## src/rtl/ring_fifo_pkg.sv

```systemverilog
// ring_fifo shared types and helpers.
// Status bundle and pointer sizing.
package ring_fifo_pkg;

   typedef struct packed {
      logic empty;
      logic full;
      logic almost_empty;
      logic almost_full;
      logic overflow;
      logic underflow;
   } fifo_status_t;

   // Address bits plus one wrap bit.
   function automatic int ptr_w(input int depth);
      return $clog2(depth) + 1;
   endfunction

endpackage

```

## src/rtl/ring_fifo_mem.sv

```systemverilog
// ring_fifo storage array.
// Synchronous write, combinational read.
module ring_fifo_mem #(
   parameter int DW    = 32,
   parameter int DEPTH = 32,
   parameter int AW    = $clog2(DEPTH)
) (
   input  logic          clk,
   input  logic          we,
   input  logic [AW-1:0] wr_addr,
   input  logic [DW-1:0] din,
   input  logic [AW-1:0] rd_addr,
   output logic [DW-1:0] rd_data
);

   logic [DW-1:0] mem [DEPTH];

   // Contents are never reset.
   always_ff @(posedge clk) begin
      if (we) mem[wr_addr] <= din;
   end

   assign rd_data = mem[rd_addr];

endmodule

```

## src/rtl/ring_fifo.sv

```systemverilog
// ring_fifo: single-clock FIFO with true full,
// FWFT or registered read, thresholds and error flags.
module ring_fifo
   import ring_fifo_pkg::*;
#(
   parameter int DATA_WIDTH    = 32,
   parameter int MEMORY_DEPTH  = 32,
   parameter bit FWFT          = 1'b1,
   parameter int AFULL_THRESH  = MEMORY_DEPTH - 2,
   parameter int AEMPTY_THRESH = 2
) (
   input  logic                          clk,
   input  logic                          rst,
   input  logic                          flush,
   input  logic                          wr,
   input  logic [DATA_WIDTH-1:0]         din,
   input  logic                          rd,
   output logic [DATA_WIDTH-1:0]         dout,
   output logic                          empty,
   output logic                          full,
   output logic                          almost_empty,
   output logic                          almost_full,
   output logic [$clog2(MEMORY_DEPTH):0] count,
   output logic                          overflow,
   output logic                          underflow
);

   localparam int PW = ptr_w(MEMORY_DEPTH);
   localparam int AW = PW - 1;

   localparam logic [PW-1:0] FULL_C = PW'(MEMORY_DEPTH);
   localparam logic [PW-1:0] AF_C   = PW'(AFULL_THRESH);
   localparam logic [PW-1:0] AE_C   = PW'(AEMPTY_THRESH);

   if ((MEMORY_DEPTH < 2) ||
       ((MEMORY_DEPTH & (MEMORY_DEPTH - 1)) != 0)) begin : g_bad_depth
      $error("ring_fifo: MEMORY_DEPTH must be a power of two >= 2");
   end

   if ((AEMPTY_THRESH < 0) ||
       (AEMPTY_THRESH >= AFULL_THRESH) ||
       (AFULL_THRESH > MEMORY_DEPTH)) begin : g_bad_thresh
      $error("ring_fifo: need 0 <= AEMPTY < AFULL <= DEPTH");
   end

   logic [PW-1:0]         wr_ptr;
   logic [PW-1:0]         rd_ptr;
   logic                  rd_acc;
   logic                  wr_acc;
   logic [DATA_WIDTH-1:0] rd_data;

   assign count        = wr_ptr - rd_ptr;
   assign empty        = (count == '0);
   assign full         = (count == FULL_C);
   assign almost_empty = (count <= AE_C);
   assign almost_full  = (count >= AF_C);

   // Read wins a slot when full, enabling pass-through.
   assign rd_acc = rd & ~empty;
   assign wr_acc = wr & (~full | rd_acc);

   ring_fifo_mem #(
      .DW    (DATA_WIDTH),
      .DEPTH (MEMORY_DEPTH),
      .AW    (AW)
   ) u_mem (
      .clk     (clk),
      .we      (wr_acc & ~flush),
      .wr_addr (wr_ptr[AW-1:0]),
      .din     (din),
      .rd_addr (rd_ptr[AW-1:0]),
      .rd_data (rd_data)
   );

   // Pointer advance; flush rewinds both to zero.
   always_ff @(posedge clk or negedge rst) begin
      if (!rst) begin
         wr_ptr <= '0;
         rd_ptr <= '0;
      end else if (flush) begin
         wr_ptr <= '0;
         rd_ptr <= '0;
      end else begin
         if (wr_acc) wr_ptr <= wr_ptr + 1'b1;
         if (rd_acc) rd_ptr <= rd_ptr + 1'b1;
      end
   end

   // Sticky rejection flags, cleared only by flush.
   always_ff @(posedge clk or negedge rst) begin
      if (!rst) begin
         overflow  <= 1'b0;
         underflow <= 1'b0;
      end else if (flush) begin
         overflow  <= 1'b0;
         underflow <= 1'b0;
      end else begin
         if (wr & ~wr_acc) overflow  <= 1'b1;
         if (rd & ~rd_acc) underflow <= 1'b1;
      end
   end

   if (FWFT) begin : g_fwft
      assign dout = rd_data;
   end else begin : g_reg
      logic [DATA_WIDTH-1:0] dout_q;

      // Capture head on an accepted read, hold otherwise.
      always_ff @(posedge clk or negedge rst) begin
         if (!rst)                 dout_q <= '0;
         else if (rd_acc & ~flush) dout_q <= rd_data;
      end

      assign dout = dout_q;
   end

endmodule

```

## config.mk

```make
export PLATFORM = sky130hd
export DESIGN_NAME = ring_fifo
export DESIGN_NICKNAME = d
export VERILOG_FILES = /design/src/rtl/ring_fifo_pkg.sv /design/src/rtl/ring_fifo_mem.sv /design/src/rtl/ring_fifo.sv
export SDC_FILE = /design/constraint.sdc
export NUM_CORES = 1
export LEC_CHECK = 0
export CAP_MARGIN = 15
export CORE_ASPECT_RATIO = 0.9
export CORE_MARGIN = 2
export CORE_UTILIZATION = 35
export DETAILED_ROUTE_END_ITERATION = 6
export SLEW_MARGIN = 25
export SYNTH_ARGS = -nofsm -noshare
export SYNTH_HDL_FRONTEND = slang
export SYNTH_SLANG_ARGS = --single-unit
```

## constraint.sdc

```tcl
create_clock -name clk -period 4.1 [get_ports clk]
set_input_delay 0.82 -clock clk [delete_from_list [all_inputs] [get_ports clk]]
set_output_delay 0.82 -clock clk [all_outputs]
set_load 0.1 [all_outputs]
```

==> impl_metrics.ini, run 1 <==
[route]
drc = 0
drt_wl_total_um = 94800
drt_iter0_drc = 1932
dr_total_vias = 18600
wl_met1_um = 39000
top_layer = met4
viasPerCell = 5.37
wl_per_cell_um = 27.4
first_pass_iters = 6
wl_met3_um = 5500
postRouteAntennaNets = 0
wl_met2_um = 48300

[global_route]
grt_max_degree = 69
grt_use_total_pct = 16.0
antenna_found_initial = 2
grt_pass1_vias = 19300
grt_first_pass_wirelength_um = 136000
grt_remaining_overflow = 0

[pwr]
intPower_mw = 20.6
p_sw_share_pct = 28.8
seq_power_share_pct = 40.9
p_clk_share_pct = 31.5
powerDensity_mw_per_mm2 = 607
p_leak_nw = 14.7
ir_drop_v = 0.000327
p_sw_mw = 8.31
pwr-share-comb_pct = 27.6

[flow_run]
maxCapViolCount = 0

[floorplan]
start_util_pct = 35.3
die_h_um = 325
die_x_um = 360
core_area_sq_mm = 0.113
ios = 81
die-area_sq_mm = 0.117
row_count = 117

[placed_design]
place_congestion = 0.729
io_buffers = 80
placedCellCount = 3253
hpwlAfterDp_um = 48700

[yosys]
synthCells = 1692
synthArstFlopShare_pct = 1.35
synth_seq_cells = 1038
netlist_area_sq_mm = 0.0400
synth.distinct_cells = 45
synth-edff-count = 1024
ys.warnings.count = 0
synth_flop_cell = edfxtp_1
ys_seq_area_share_pct = 77.7
syn_avg_cell_area_sq_um = 23.6
syn_nets = 1740

[critical_path]
path_class = reg -> out
crit_family = simple AND/OR/NAND/NOR gates
path_cells = ha_1 > fa_2 > xor2_2 > o31ai_1 > or3_4 > nor4_4 > buf_12
crit_buf_inv = 1
worstPathRequired_ns = 3.28
r2r_cells = 10
worstReg2RegStart = rd_ptr[0]
r2r-end = u_mem.mem[19][15]
rrSetupSlack_ns = 0.45
path_max_fanout = 6
cp_slowest_cell = dfrtp_4
critical_path.endpoint = empty
endpoint_kind = primary output
cpPeakStageDelay_ns = 0.53
worstPathArrival_ns = 3.17
startpoint = rd_ptr[0]
cp_num_cells = 7
cp-start-kind = register

[clock_network]
clock_latency_ns = 0.69
path_clk_slew_ns = 0.07
clk_path_buf_depth = 3
cts_tree = yes
cts_buffers = 105
cts-htree-levels = 3
clock_sinks = 1038
hold_buffers = 0
cts-root-buf = clkbuf_16

[sta]
slew_violations = 0
final.min_clock_period_ns = 3.99
max_freq_mhz = 251
fin_setup_tns_ns = 0
fin_crit_sh_pct = 97.2
tightest_slew_ns = 0.981
final-setup-viol-count = 0
fin_skew_ns = 0.0380
relSlewSlack_pct = 34.4
report.final.hold_viol_count = 0

[cells_and_area]
syn_to_final_growth_pct = 18.9
multi_input_area_sq_mm = 0.00882
final_nets = 1939
layout_common_cells = edfxtp_1, mux4_2, clkbuf_16, nand2_1, buf_12
drive_above_1_share_pct = 35.1
final_common_cell = edfxtp_1
final_cells = 3464
fillers = 9675
register_area_sq_mm = 0.0311

[hold_path]
min_from = underflow
hold_path.class = reg -> reg

[outcome]
outcome = finished clean
[per-layer routing]
| layer | vias to the layer above | global-route usage [%] |
|---|---|---|
| met2 | 658 | 26.8 |
| met3 | 141 | 2.51 |
| met4 | 0 | 3.99 |
| met5 | - | 0 |
| li1 | 7601 | - |
| met1 | 10200 | 21.9 |
[timing repair]
item | CTS | global route
cloned | 4 | 3
pin swaps | 2 | 0
setup endpoints to repair | 28 | 21
gates resized for setup | 23 | 4
setup buffers | 4 | 7
[cell families after synthesis]
group / after synthesis / synth area share, %
muxes: 323 / 18.1
and+or+nand+nor: 187 / 2.04
adders and majority gates: 11 / 0.363
AOI/OAI and AO/OA: 30 / 0.582
xor gates and xnor gates: 5 / 0.109
DFF: 1038 / 77.7
buffers and inverters: 98 / 1.06
[synthesized netlist by cell type (2+ instances only)]
library cell,n,area [sq um]
nor4_1,2,12.5
o21ai_0,7,35.0
nor2_1,46,173
nand3b_1,4,30.0
buf_2,33,165
nor3b_1,2,15.0
nor2b_1,2,12.5
xor2_1,3,26.3
and3_1,2,12.5
a21oi_1,10,50.1
inv_1,13,48.8
ha_1,10,125
edfxtp_1,1024,30700
mux2_2,2,22.5
nand2b_1,5,31.3
buf_6,2,22.5
and2_1,2,12.5
nand2_1,101,379
or3_1,4,25.0
a31o_2,2,17.5
buf_1,4,15.0
mux4_2,320,7210
nand3_1,9,45.0
clkbuf_1,46,173
dfrtp_1,14,350
xnor2_1,2,17.5
o31ai_1,3,22.5
[sequential cells by signal, indices dropped and copies added (netlist names)]
| signal | cells |
|---|---|
| underflow | 1 |
| wr_ptr | 6 |
| rd_ptr | 6 |
| overflow | 1 |
| u_mem.mem | 1024 |
[worst reg2reg max path, stage by stage (launching register included)]
cell      delay, ns
dfrtp_4        0.53
ha_1           0.26
fa_2           0.40
nor3b_1        0.16
o31ai_1        0.36
nor4_1         0.10
o211ai_1       0.14
buf_4          0.23
nand3_2        0.40
nor2_4         0.48
buf_12         0.26
[how the worst min path moves through the flow]
stage                      endpoint  cells after the start  slack (ns)
final                     underflow                      2        0.52
after global routing       overflow                      1        0.53
after CTS                  overflow                      1        0.52
after detailed placement   overflow                      1        0.50
after global placement    underflow                      2        0.49
after floorplan            overflow                      0        0.52
[power by group through the flow]
stage          sequential, mW  clock [mW]  combinational (mW)
5_1_grt                  11.8        9.68                8.39
4_1_cts                  11.8        9.29                7.96
2_1_floorplan            12.0           0                5.40
6_report                 11.8        9.10                7.97
3_5_place_dp             12.0           0                7.64
3_3_place_gp             12.0           0                7.61
[final cells by class]
cell class / count / area share [%]
Antenna cell: 1 / 0.00526
Tap cell: 1487 / 3.91
Sequential cell: 1038 / 65.4
Multi-Input combinational cell: 556 / 18.6
Clock buffer: 139 / 5.88
Clock inverter: 53 / 0.958
Inverter: 13 / 0.121
Timing Repair Buffer: 177 / 5.12
[per-stage QoR]
stage	area [sq um]	setup WS (ns)	total power, mW	hold WS, ns	utilization [%]
after floorplan	40100	-0.300	17.4	0.524	-
after global placement	44000	0.476	19.6	0.485	38.8
after detailed placement	44000	0.420	19.7	0.501	38.8
after CTS	47500	-0.0211	29.1	0.519	41.9
after global routing	47500	-0.0101	29.9	0.535	42.0
final	47500	0.113	28.9	0.517	42.0
(Power assumes the default switching activity.)
==> inputs of run 2 (changes only) <==
--- a/config.mk
+++ b/config.mk
@@ -10,6 +10,7 @@
 export CORE_MARGIN = 2
 export CORE_UTILIZATION = 35
 export DETAILED_ROUTE_END_ITERATION = 6
+export SETUP_SLACK_MARGIN = 0.3
 export SLEW_MARGIN = 25
 export SYNTH_ARGS = -nofsm -noshare
 export SYNTH_HDL_FRONTEND = slang
==> run 2 against run 1 <==
Via count rose by 2.9%. Flip-flop and latch count stayed put. Worst hold slack lost 0.019 ns. Sequential power is essentially flat. Global-route usage is 1.4 points higher. Clock skew is essentially flat. Register-to-register slack worse by 0.10 ns.
==> impl_metrics.ini, run 2 (synthesized netlist as in run 1, its figures left out) <==
[global_route]
grtUsageMet2_pct = 27.0
antenna_found_initial = 5
grt.met3_usage_pct = 3.59
grt_use_met1_pct = 24.6
grt_pass1_vias = 19500
grt_use_total_pct = 17.3
grt_first_pass_wirelength_um = 145000
top_usage_layer = met2
grt_max_degree = 69
grt_remaining_overflow = 0

[critical_path]
cp_slowest_cell = dfrtp_4
endpoint_kind = primary output
worstPathRequired_ns = 3.28
path_class = reg -> out
worstPathArrival_ns = 3.19
cpMostUsedCell = buf_12
path_max_fanout = 4
path_cells = buf_12 > ha_4 > fa_2 > xor2_4 > o31ai_4 > or3_4 > buf_4 > nor4_4 > buf_12
cp-start-kind = register
r2r_cells = 13
cpPeakStageDelay_ns = 0.50

[cells_and_area]
fillers = 9593
drive_above_1_share_pct = 37.9
layout_common_cells = edfxtp_1, mux4_2, clkbuf_16, buf_12, nand2_1
reg.largest.list = u_mem.mem (1024), rd_ptr (6), wr_ptr (6)
largest_reg_flops = 1024
largest-register = u_mem.mem
syn_to_final_growth_pct = 20.8
final_common_cell = edfxtp_1
final_nets = 1962
multi_input_area_sq_mm = 0.00905
register_area_sq_mm = 0.0311

[placed_design]
io_buffers = 80
pre_cts_ws_ns = 0.394
hpwlAfterDp_um = 48500
place_congestion = 0.756

[route]
drt_wl_total_um = 103000
viasPerCell = 5.50
dr_total_vias = 19200
wl_per_cell_um = 29.5
drc = 0
postRouteAntennaNets = 0
drt_iter0_drc = 2306
first_pass_iters = 5

[pwr]
p_leak_nw = 14.9
ir_drop_v = 0.000416
total_power_mw = 29.7
powerDensity_mw_per_mm2 = 614

[sta]
final.min_clock_period_ns = 4.01
relSlewSlack_pct = 29.8
max_freq_mhz = 250
slew_violations = 0
tightest_slew_ns = 1.05
worst_slack_ns = 0.0941
fin_skew_ns = 0.0384
report.final.hold_viol_count = 0
fin_setup_tns_ns = 0
fin_crit_sh_pct = 97.7
final-setup-viol-count = 0
fin_hold_ws_ns = 0.498
grt_setup_unrepaired = yes

[floorplan]
ios = 81
die_h_um = 325
die-area_sq_mm = 0.117
row_count = 117
core_area_sq_mm = 0.113
die_x_um = 360
start_util_pct = 35.3

[hold_path]
hold_depth = 2
hold_path.class = reg -> reg

[clock_network]
clk_path_buf_depth = 3
cts_tree = yes
cts-htree-levels = 3
cts_buffers = 103
path_clk_slew_ns = 0.06
clock_latency_ns = 0.68
clock_sinks = 1038
cts-root-buf = clkbuf_16

[outcome]
outcome = finished clean

[flow_run]
maxCapViolCount = 0
run 2: cell types whose count changed in the layout (fill, tap and decap cells not counted), moves of 4 or more:
cell      previous run  this run
buf_12              65        73
buf_16               8        18
buf_8                4         0
clkbuf_1            31        25
clkinv_1            18        28
nand2_1            100        64
nand2_2              1        32
nand2_4              0         5
run 2: worst max-delay path, delay by kind of cell, from the launching register on:
family / cells / cell delay, ns
buffers and inverters: 3 / 0.52
xor gates and xnor gates: 1 / 0.19
and+or+nand+nor: 2 / 0.63
adders and majority gates: 2 / 0.61
DFF: 1 / 0.50
AOI/OAI and AO/OA: 1 / 0.10
run 2: power breakdown:
part	switching (mW)	leakage, nW	internal [mW]	total, mW
registers	0.0359	9.39	11.7	11.8
clock network	3.93	1.55	5.01	8.94
logic	4.73	3.99	4.24	8.97
total	8.70	14.9	21.0	29.7
run 2: cell type report:
cell class | count | area share, %
clock inverter | 60 | 1.07
inverter | 13 | 0.119
antenna | 1 | 0.00518
tap | 1487 | 3.85
timing repair buffer | 202 | 6.32
multi-input combinational | 556 | 18.7
sequential | 1038 | 64.4
clock buffer | 128 | 5.53
run 2: path summary, 6_finish.rpt:
| kind | startpoint | end | slack, ns |
|---|---|---|---|
| setup / recovery | rd_ptr[0] | empty | 0.09 |
| hold / removal | underflow | underflow | 0.50 |
| setup reg to reg | rd_ptr[0] | u_mem.mem[21][15] | 0.35 |
| hold reg to reg | underflow | underflow | 0.50 |
| max in group asynchronous | rst | rd_ptr[1] | 2.92 |
| min in group asynchronous | rst | underflow | 0.62 |
run 2: per-layer routing:
| metal | routed length, um | vias up |
|---|---|---|
| met2 | 48200 | 875 |
| met1 | 43300 | 10400 |
| met4 | 2760 | 6 |
| met5 | 29 | - |
| met3 | 8330 | 180 |
| li1 | - | 7663 |
run 2: stage by stage:
stage | instances | utilization, % | instance area [sq um]
3_5_place_dp | 3243 | 38.7 | 43800
3_3_place_gp | 3243 | 38.7 | 43800
5_1_grt | 3485 | 42.7 | 48300
2_1_floorplan | 1692 | - | 40400
4_1_cts | 3471 | 42.4 | 48100
6_report | 3485 | 42.7 | 48300
run 2: timing repair:
item,4_1_cts,5_1_grt
gates cloned,18,8
setup buffers,22,5
hold buffers,0,0
resized for setup,75,46
pin swaps,5,11
endpoints found under the setup margin,35,85
==> inputs of run 3 (changes only) <==
--- a/config.mk
+++ b/config.mk
@@ -9,7 +9,9 @@
 export CORE_ASPECT_RATIO = 0.9
 export CORE_MARGIN = 2
 export CORE_UTILIZATION = 35
+export CTS_CLUSTER_DIAMETER = 60
 export DETAILED_ROUTE_END_ITERATION = 6
+export PLACE_DENSITY_LB_ADDON = 0.05
 export SETUP_SLACK_MARGIN = 0.3
 export SLEW_MARGIN = 25
 export SYNTH_ARGS = -nofsm -noshare
==> run 3 against run 2 <==
Combinational power up 8.5%. Total power up 6.9%. Cell area grew 2.8%. Clock-buffer cell count rose by 9. Utilization rose by 1.2 points. Setup slack improved by 0.0049 ns. Sequential power barely moved. Final cell count rose by 1.4%. Die area did not move.
==> impl_metrics.ini, run 3 (synthesized netlist as in run 1, its figures left out) <==
[clock_network]
cts_buffers = 115
cts-root-buf = clkbuf_16
cts_tree = yes
path_clk_slew_ns = 0.05
clock_latency_ns = 0.69
clock_sinks = 1038
cts-htree-levels = 3
clk_path_buf_depth = 3

[global_route]
top_usage_layer = met2
antenna_found_initial = 2
grt_remaining_overflow = 0
grtUsageMet2_pct = 29.2
grt_pass1_vias = 20100
grt_use_total_pct = 19.1
grt_use_met1_pct = 28.9
grt_max_degree = 72
grt_first_pass_wirelength_um = 156000
grt.met3_usage_pct = 3.02

[sta]
grt_setup_unrepaired = yes
fin_setup_tns_ns = 0
final.min_clock_period_ns = 4.00
fin_crit_sh_pct = 97.6
tightest_slew_ns = 1.01
fin_skew_ns = 0.0228
relSlewSlack_pct = 32.5
max_freq_mhz = 250
final-setup-viol-count = 0
slew_violations = 0
report.final.hold_viol_count = 0

[placed_design]
io_buffers = 80
place_congestion = 0.707
hpwlAfterDp_um = 54000

[floorplan]
start_util_pct = 35.3
ios = 81
core_area_sq_mm = 0.113
row_count = 117
die_x_um = 360
die-area_sq_mm = 0.117
die_h_um = 325

[route]
postRouteAntennaNets = 0
drt_iter0_drc = 1817
drc = 0
dr_total_vias = 19200
first_pass_iters = 5
wl_per_cell_um = 31.6
viasPerCell = 5.44
drt_wl_total_um = 112000

[critical_path]
endpoint_kind = primary output
cp-start-kind = register
path_class = reg -> out
path_max_fanout = 3
worstPathArrival_ns = 3.18
worstPathRequired_ns = 3.28

[cells_and_area]
multi_input_area_sq_mm = 0.00921
final_common_cell = edfxtp_1
reg.largest.list = u_mem.mem (1024), rd_ptr (6), wr_ptr (6)
fillers = 9669
diodes = 0
layout_common_cells = edfxtp_1, mux4_2, clkbuf_16, buf_12, buf_4
final_nets = 2002
syn_to_final_growth_pct = 24.2
register_area_sq_mm = 0.0311
largest-register = u_mem.mem
drive_above_1_share_pct = 41.9
largest_reg_flops = 1024

[pwr]
ir_drop_v = 0.000350
powerDensity_mw_per_mm2 = 639
total_power_mw = 31.8
p_leak_nw = 15.5

[flow_run]
maxCapViolCount = 0

[outcome]
outcome = finished clean

[hold_path]
hold_path.class = reg -> reg
run 3: cell count changes in the layout (fill, tap and decap cells not counted), sizes merged, moves of 3 or more:
cell           change
buf               +39
bufbuf             -3
bufinv             +7
clkbuf             +8
clkdlybuf4s50      -7
clkinv             +6
run 3: path summary, 6_finish.rpt:
| kind | start | end | slack [ns] | cells past startpoint |
|---|---|---|---|---|
| min reg2reg | underflow | underflow | 0.50 | 2 |
| max reg2reg | rd_ptr[0] | u_mem.mem[0][10] | 0.64 | 10 |
| min | underflow | underflow | 0.50 | 2 |
| min in group asynchronous | rst | rd_ptr[2] | 0.59 | 1 |
| max in group asynchronous | rst | rd_ptr[0] | 2.96 | 1 |
| max | rd_ptr[0] | full | 0.1 | 8 |
run 3: metrics by stage:
step	hold slack, ns	cells	area (sq um)	utilization (%)	setup slack, ns
final	0.499	3535	49700	43.8	0.0990
after CTS	0.518	3522	49400	43.6	0.0509
after detailed placement	0.504	3259	44000	38.8	0.410
after global placement	0.494	3259	44000	38.8	0.425
after global routing	0.541	3535	49700	43.8	-0.0327
after floorplan	0.524	1692	40400	-	-0.0932
run 3: cell type report:
type | count | share of cell area (%)
clock buffer | 137 | 6.09
clock inverter | 74 | 1.50
inverter | 13 | 0.116
multi-input combinational | 556 | 18.5
sequential | 1038 | 62.6
tap | 1487 | 3.75
timing repair buffer | 230 | 7.39
run 3: timing repair:
action	4_1_cts	5_1_grt
hold buffers	0	0
gates cloned	28	6
pin swaps	12	23
hold endpoints to repair	0	0
endpoints found under the setup margin	36	36
gates resized for setup	150	69
setup buffers	24	7
run 3: critical path: stages (launching register included):
cell	delay, ns
dfrtp_4	0.52
ha_4	0.18
fa_2	0.42
xor2_2	0.27
o31ai_4	0.12
or3_4	0.41
buf_6	0.14
nor3b_4	0.24
buf_12	0.21
run 3: power breakdown:
group / leakage, nW / internal [mW] / switching, mW
clock: 1.83 / 6.06 / 4.18
sequential: 9.39 / 11.7 / 0.0381
combinational: 4.30 / 4.72 / 5.01
total: 15.5 / 22.5 / 9.23
run 3: routing by layer:
metal,vias up,wire [um]
li1,7766,-
met1,10800,53000
met2,529,51800
met3,126,5120
met4,2,1880
met5,-,11
==> patch 1, RTL diff (flow settings as in run 1) <==
Set the parameter `FWFT` to 1'b0 (it was 1'b1).
--- a/src/rtl/ring_fifo.sv
+++ b/src/rtl/ring_fifo.sv
@@ -7,3 +7,3 @@
    parameter int MEMORY_DEPTH  = 32,
-   parameter bit FWFT          = 1'b1,
+   parameter bit FWFT          = 1'b0,
    parameter int AFULL_THRESH  = MEMORY_DEPTH - 2,
Function: changed (a bounded check fails within 4 cycles, from zero or initial values and one cycle with rst low).
==> patch 1 against run 1 <==
- synthesized cell count rose by 5.7%
- design area grew 1.3%
- count of clock-buffer cells in the layout up 3
- sequential share of layout area rose by 0.84 points
- combinational power fell by 14%
- synthesized area rose by 2.4%
- power is 0.23% lower
- clock power rose by 4.8%
- setup slack got worse by 0.037 ns
- sequential cell count up 32
- routed wire length rose by 5.8%
==> patch 1: results (changes against run 1) <==
drt first pass iters 7 (was 6); # diodes 0 (was 1); Synth Net Count 1836 (was 1740); number of flip-flops under the largest register name 1024 (unchanged); placed cells 3429 (was 3253); routed len/inst 27.6 µm (was 27.4 µm); Clock Tree Buf Depth 3 (unchanged); GRT Total Usage 16.8% (was 16.0%); status finished clean (unchanged); Worst EP arrival 3.20 ns (was 3.17 ns); routed via count 19700 (was 18600); setup skew after layout 0.0360 ns (was 0.0380 ns); number of flops mapped to enable cells by yosys 1024 (unchanged); Hold WC Path Type primary input to async pin (was register to register); gpl congestion 0.772 (was 0.729); Seq/Total Area, Yosys 77.9% (was 77.7%); largest cells by area after synthesis edfxtp_1 (75%), mux4_2 (14%), dfrtp_1 (2.8%) (was edfxtp_1 (77%), mux4_2 (18%), nand2_1 (0.95%)); vias in the first global route 20100 (was 19300); maximum vdd drop 0.429 mV (was 0.327 mV); post-CTS resize count 3 (was 23); dpl ws 0.551 ns (was 0.420 ns); Post-DP Area 0.0447 mm² (was 0.0440 mm²); fin cells 3635 (was 3464); RR Startpoint rd_ptr[0]$_DFFE_PN0P_ (unchanged); syn_area_per_cell 22.9 µm² (was 23.6 µm²); worst-path maximum fanout 4 (was 6); asr flop ratio synth 4.30% (was 1.35%); Max-slew headroom 30.9% (was 34.4%); Post-CTS Setup Repair Bufs 3 (was 4); layout cell share with drive strength beyond 1 31.6% (was 35.1%); # nets final 2018 (was 1939); largest net degree at the start of global routing 134 (was 69); synth cell count leaders edfxtp_1 (1024), mux4_2 (256), a22oi_1 (54), clkbuf_1 (46), dfrtp_1 (46) (was edfxtp_1 (1024), mux4_2 (320), nand2_1 (101), clkbuf_1 (46), nor2_1 (46)); initial antenna violation count 4 (was 2); first-pass GRT wire length 145000 µm (was 136000 µm); Static Leak 14.9 nW (was 14.7 nW); Yosys cell types 58 (was 45); DP HPWL 55700 µm (was 48700 µm); crit-path max cell delay 0.51 ns (was 0.53 ns); drt initial violations 2146 (was 1932)
[patch 1: changes by cell type after synthesis, sizes merged, moves of 26 or more]
cell	change
a221oi	+28
dfrtp	+32
mux4	-64
nand2	-95
mux2	+33
nor2	-26
nor3	+35
a22oi	+54
[patch 1: cells by family after synthesis]
logic type      share of synthesized area [%]
compound gates                           3.27
xor+xnor                                0.107
fa+ha+maj                               0.355
buf+inv                                  1.29
flops                                    77.9
mux                                      15.3
simple gates                             1.72
[patch 1: cell type report]
class / count / area (µm²)
clock buffer: 142 / 2900
multi-input combinational: 602 / 9020
sequential: 1070 / 31900
inverter: 14 / 56.3
timing repair buffer: 177 / 1740
fill: 9964 / 68400
tap: 1573 / 1970
clock inverter: 57 / 553
[patch 1: layer usage]
layer,GRT usage (%),vias up,part of all wire (%)
met1,24.0,10700,44
li1,-,8100,-
met3,3.43,147,7.1
met5,0,-,0.030
met4,4.58,4,2.4
met2,26.2,670,47
[patch 1: path summary, 6_finish.rpt]
path                                                to  slack, ns
max                                               full       0.08
min                               dout[27]$_DFFE_PN0P_       0.24
max reg2reg                u_mem.mem[19][10]$_DFFE_PP_       0.67
min reg2reg                      underflow$_DFFE_PN0P_       0.50
max in group asynchronous        rd_ptr[0]$_DFFE_PN0P_       3.21
min in group clk                 underflow$_DFFE_PN0P_       0.50
[patch 1: where the power goes]
| part | switching [mW] | internal [mW] |
|---|---|---|
| clock | 4.06 | 5.48 |
| combinational | 4.16 | 2.69 |
| sequential | 0.187 | 12.2 |
[patch 1: worst max-delay path, delay by kind of cell, from the launching register on]
kind | cells | cell delay, ns
AO/OA/AOI/OAI | 1 | 0.14
XOR/XNOR | 1 | 0.18
adder cells (fa/ha/maj) | 2 | 0.63
buffers and inverters | 1 | 0.19
flip-flops | 1 | 0.51
AND/OR/NAND/NOR | 3 | 0.91
==> patch 2, RTL diff (config.mk and constraints of run 1) <==
Without the edit above. Register the output `count`, cleared by the reset; this adds one clock of latency there. The other outputs are not delayed to match.
--- a/src/rtl/ring_fifo.sv
+++ b/src/rtl/ring_fifo.sv
@@ -34,2 +34,4 @@
 
+   logic [$clog2(MEMORY_DEPTH):0] count_d;
+
    if ((MEMORY_DEPTH < 2) ||
@@ -51,7 +53,7 @@
 
-   assign count        = wr_ptr - rd_ptr;
-   assign empty        = (count == '0);
-   assign full         = (count == FULL_C);
-   assign almost_empty = (count <= AE_C);
-   assign almost_full  = (count >= AF_C);
+   assign count_d      = wr_ptr - rd_ptr;
+   assign empty        = (count_d == '0);
+   assign full         = (count_d == FULL_C);
+   assign almost_empty = (count_d <= AE_C);
+   assign almost_full  = (count_d >= AF_C);
 
@@ -116,2 +118,10 @@
 
+   always_ff @(posedge clk or negedge rst) begin
+      if (!rst) begin
+         count <= '0;
+      end else begin
+         count <= count_d;
+      end
+   end
+
 endmodule
Function: changed (Yosys sat finds a counterexample within 4 cycles, from zero or initial values and one cycle with rst low).
==> patch 2 against run 1 <==
- setup slack got worse by 0.041 ns
- routed wire length increased by 2.9%
- synthesized area up 0.83%
- combinational power fell by 3.0%
- sequential cell count rose by 6
- power down 1.6%
- design area down 0.81%
==> patch 2: results (changes against run 1) <==
post-CTS resize count 15 (was 23); final wirelength 97500 µm (was 94800 µm); GR Layer Usage met1 22.9% (was 21.9%); synth cell count leaders edfxtp_1 (1024), mux4_2 (320), nand2_1 (101), nor2_1 (46), clkbuf_1 (44) (was edfxtp_1 (1024), mux4_2 (320), nand2_1 (101), clkbuf_1 (46), nor2_1 (46)); Hold WC Path Type primary input to async pin (was register to register); Static Leak 14.6 nW (was 14.7 nW); register-to-register setup slack 0.27 ns (was 0.45 ns); Clock-cell share 6.54% (was 6.84%); Seq/Total Area, Yosys 77.5% (was 77.7%); Post-DP Area 0.0439 mm² (was 0.0440 mm²); fin cells 3469 (was 3464); later-pin clock latency in the skew report 0.66 ns (was 0.69 ns); placed cells 3275 (was 3253); Hold Slack 0.114 ns (was 0.517 ns); worst-path maximum fanout 125 (was 6); Synth Area in Compound Gates 0.596% (was 0.582%); post-synthesis mux area share 17.9% (was 18.1%); largest cells by area after synthesis edfxtp_1 (76%), mux4_2 (18%), dfrtp_1 (1.2%) (was edfxtp_1 (77%), mux4_2 (18%), nand2_1 (0.95%)); syn_area_per_cell 23.7 µm² (was 23.6 µm²); Met1 Wirelength 40800 µm (was 39000 µm); Non-CTS buffers 173 (was 177); clk_buf instances 120 (was 139); Fillers 9764 (was 9675); first-pass GRT wire length 139000 µm (was 136000 µm); Clk network pwr share 31.0% (was 31.5%); sequential share of cell area 66.3% (was 65.4%); P&R area growth vs syn 16.9% (was 18.9%); multi-input gates 557 (was 556); Yosys cell types 48 (was 45); drt first pass iters 7 (was 6); gpl congestion 0.798 (was 0.729); CTS buffer count 100 (was 105); status finished clean (unchanged); setup skew after layout 0.0292 ns (was 0.0380 ns); asr flop ratio synth 1.92% (was 1.35%); Synth Net Count 1747 (was 1740); Synth Area in Adders 0.360% (was 0.363%); Post-CTS Setup Repair Bufs 6 (was 4); pwr dens 603 mW/mm² (was 607 mW/mm²); CP delay by family, top multiplexers (was simple AND/OR/NAND/NOR gates)
[patch 2: changes by cell type in the layout (fill, tap and decap cells not counted), sizes merged, moves of 2 or more]
cell | run 1 | this run
bufbuf | 3 | 1
buf | 158 | 156
diode | 1 | 3
dfrtp | 14 | 20
clkinv | 38 | 44
clkbuf | 143 | 123
[patch 2: how the worst max path moves through the flow]
stage,from,end,slack (ns),depth (start not counted)
floorplan,rd_ptr[2]$_DFFE_PN0P_,u_mem.mem[15][0]$_DFFE_PP_,-0.12,11
global placement,rd_ptr[3]$_DFFE_PN0P_,u_mem.mem[3][18]$_DFFE_PP_,0.21,9
detailed placement,rd_ptr[3]$_DFFE_PN0P_,u_mem.mem[3][20]$_DFFE_PP_,0.09,9
CTS,rd_ptr[0]$_DFFE_PN0P_,dout[28],-0.004,7
global route,rd_ptr[1]$_DFFE_PN0P_,dout[0],-0.04,6
finish,rd_ptr[1]$_DFFE_PN0P_,dout[12],0.07,6
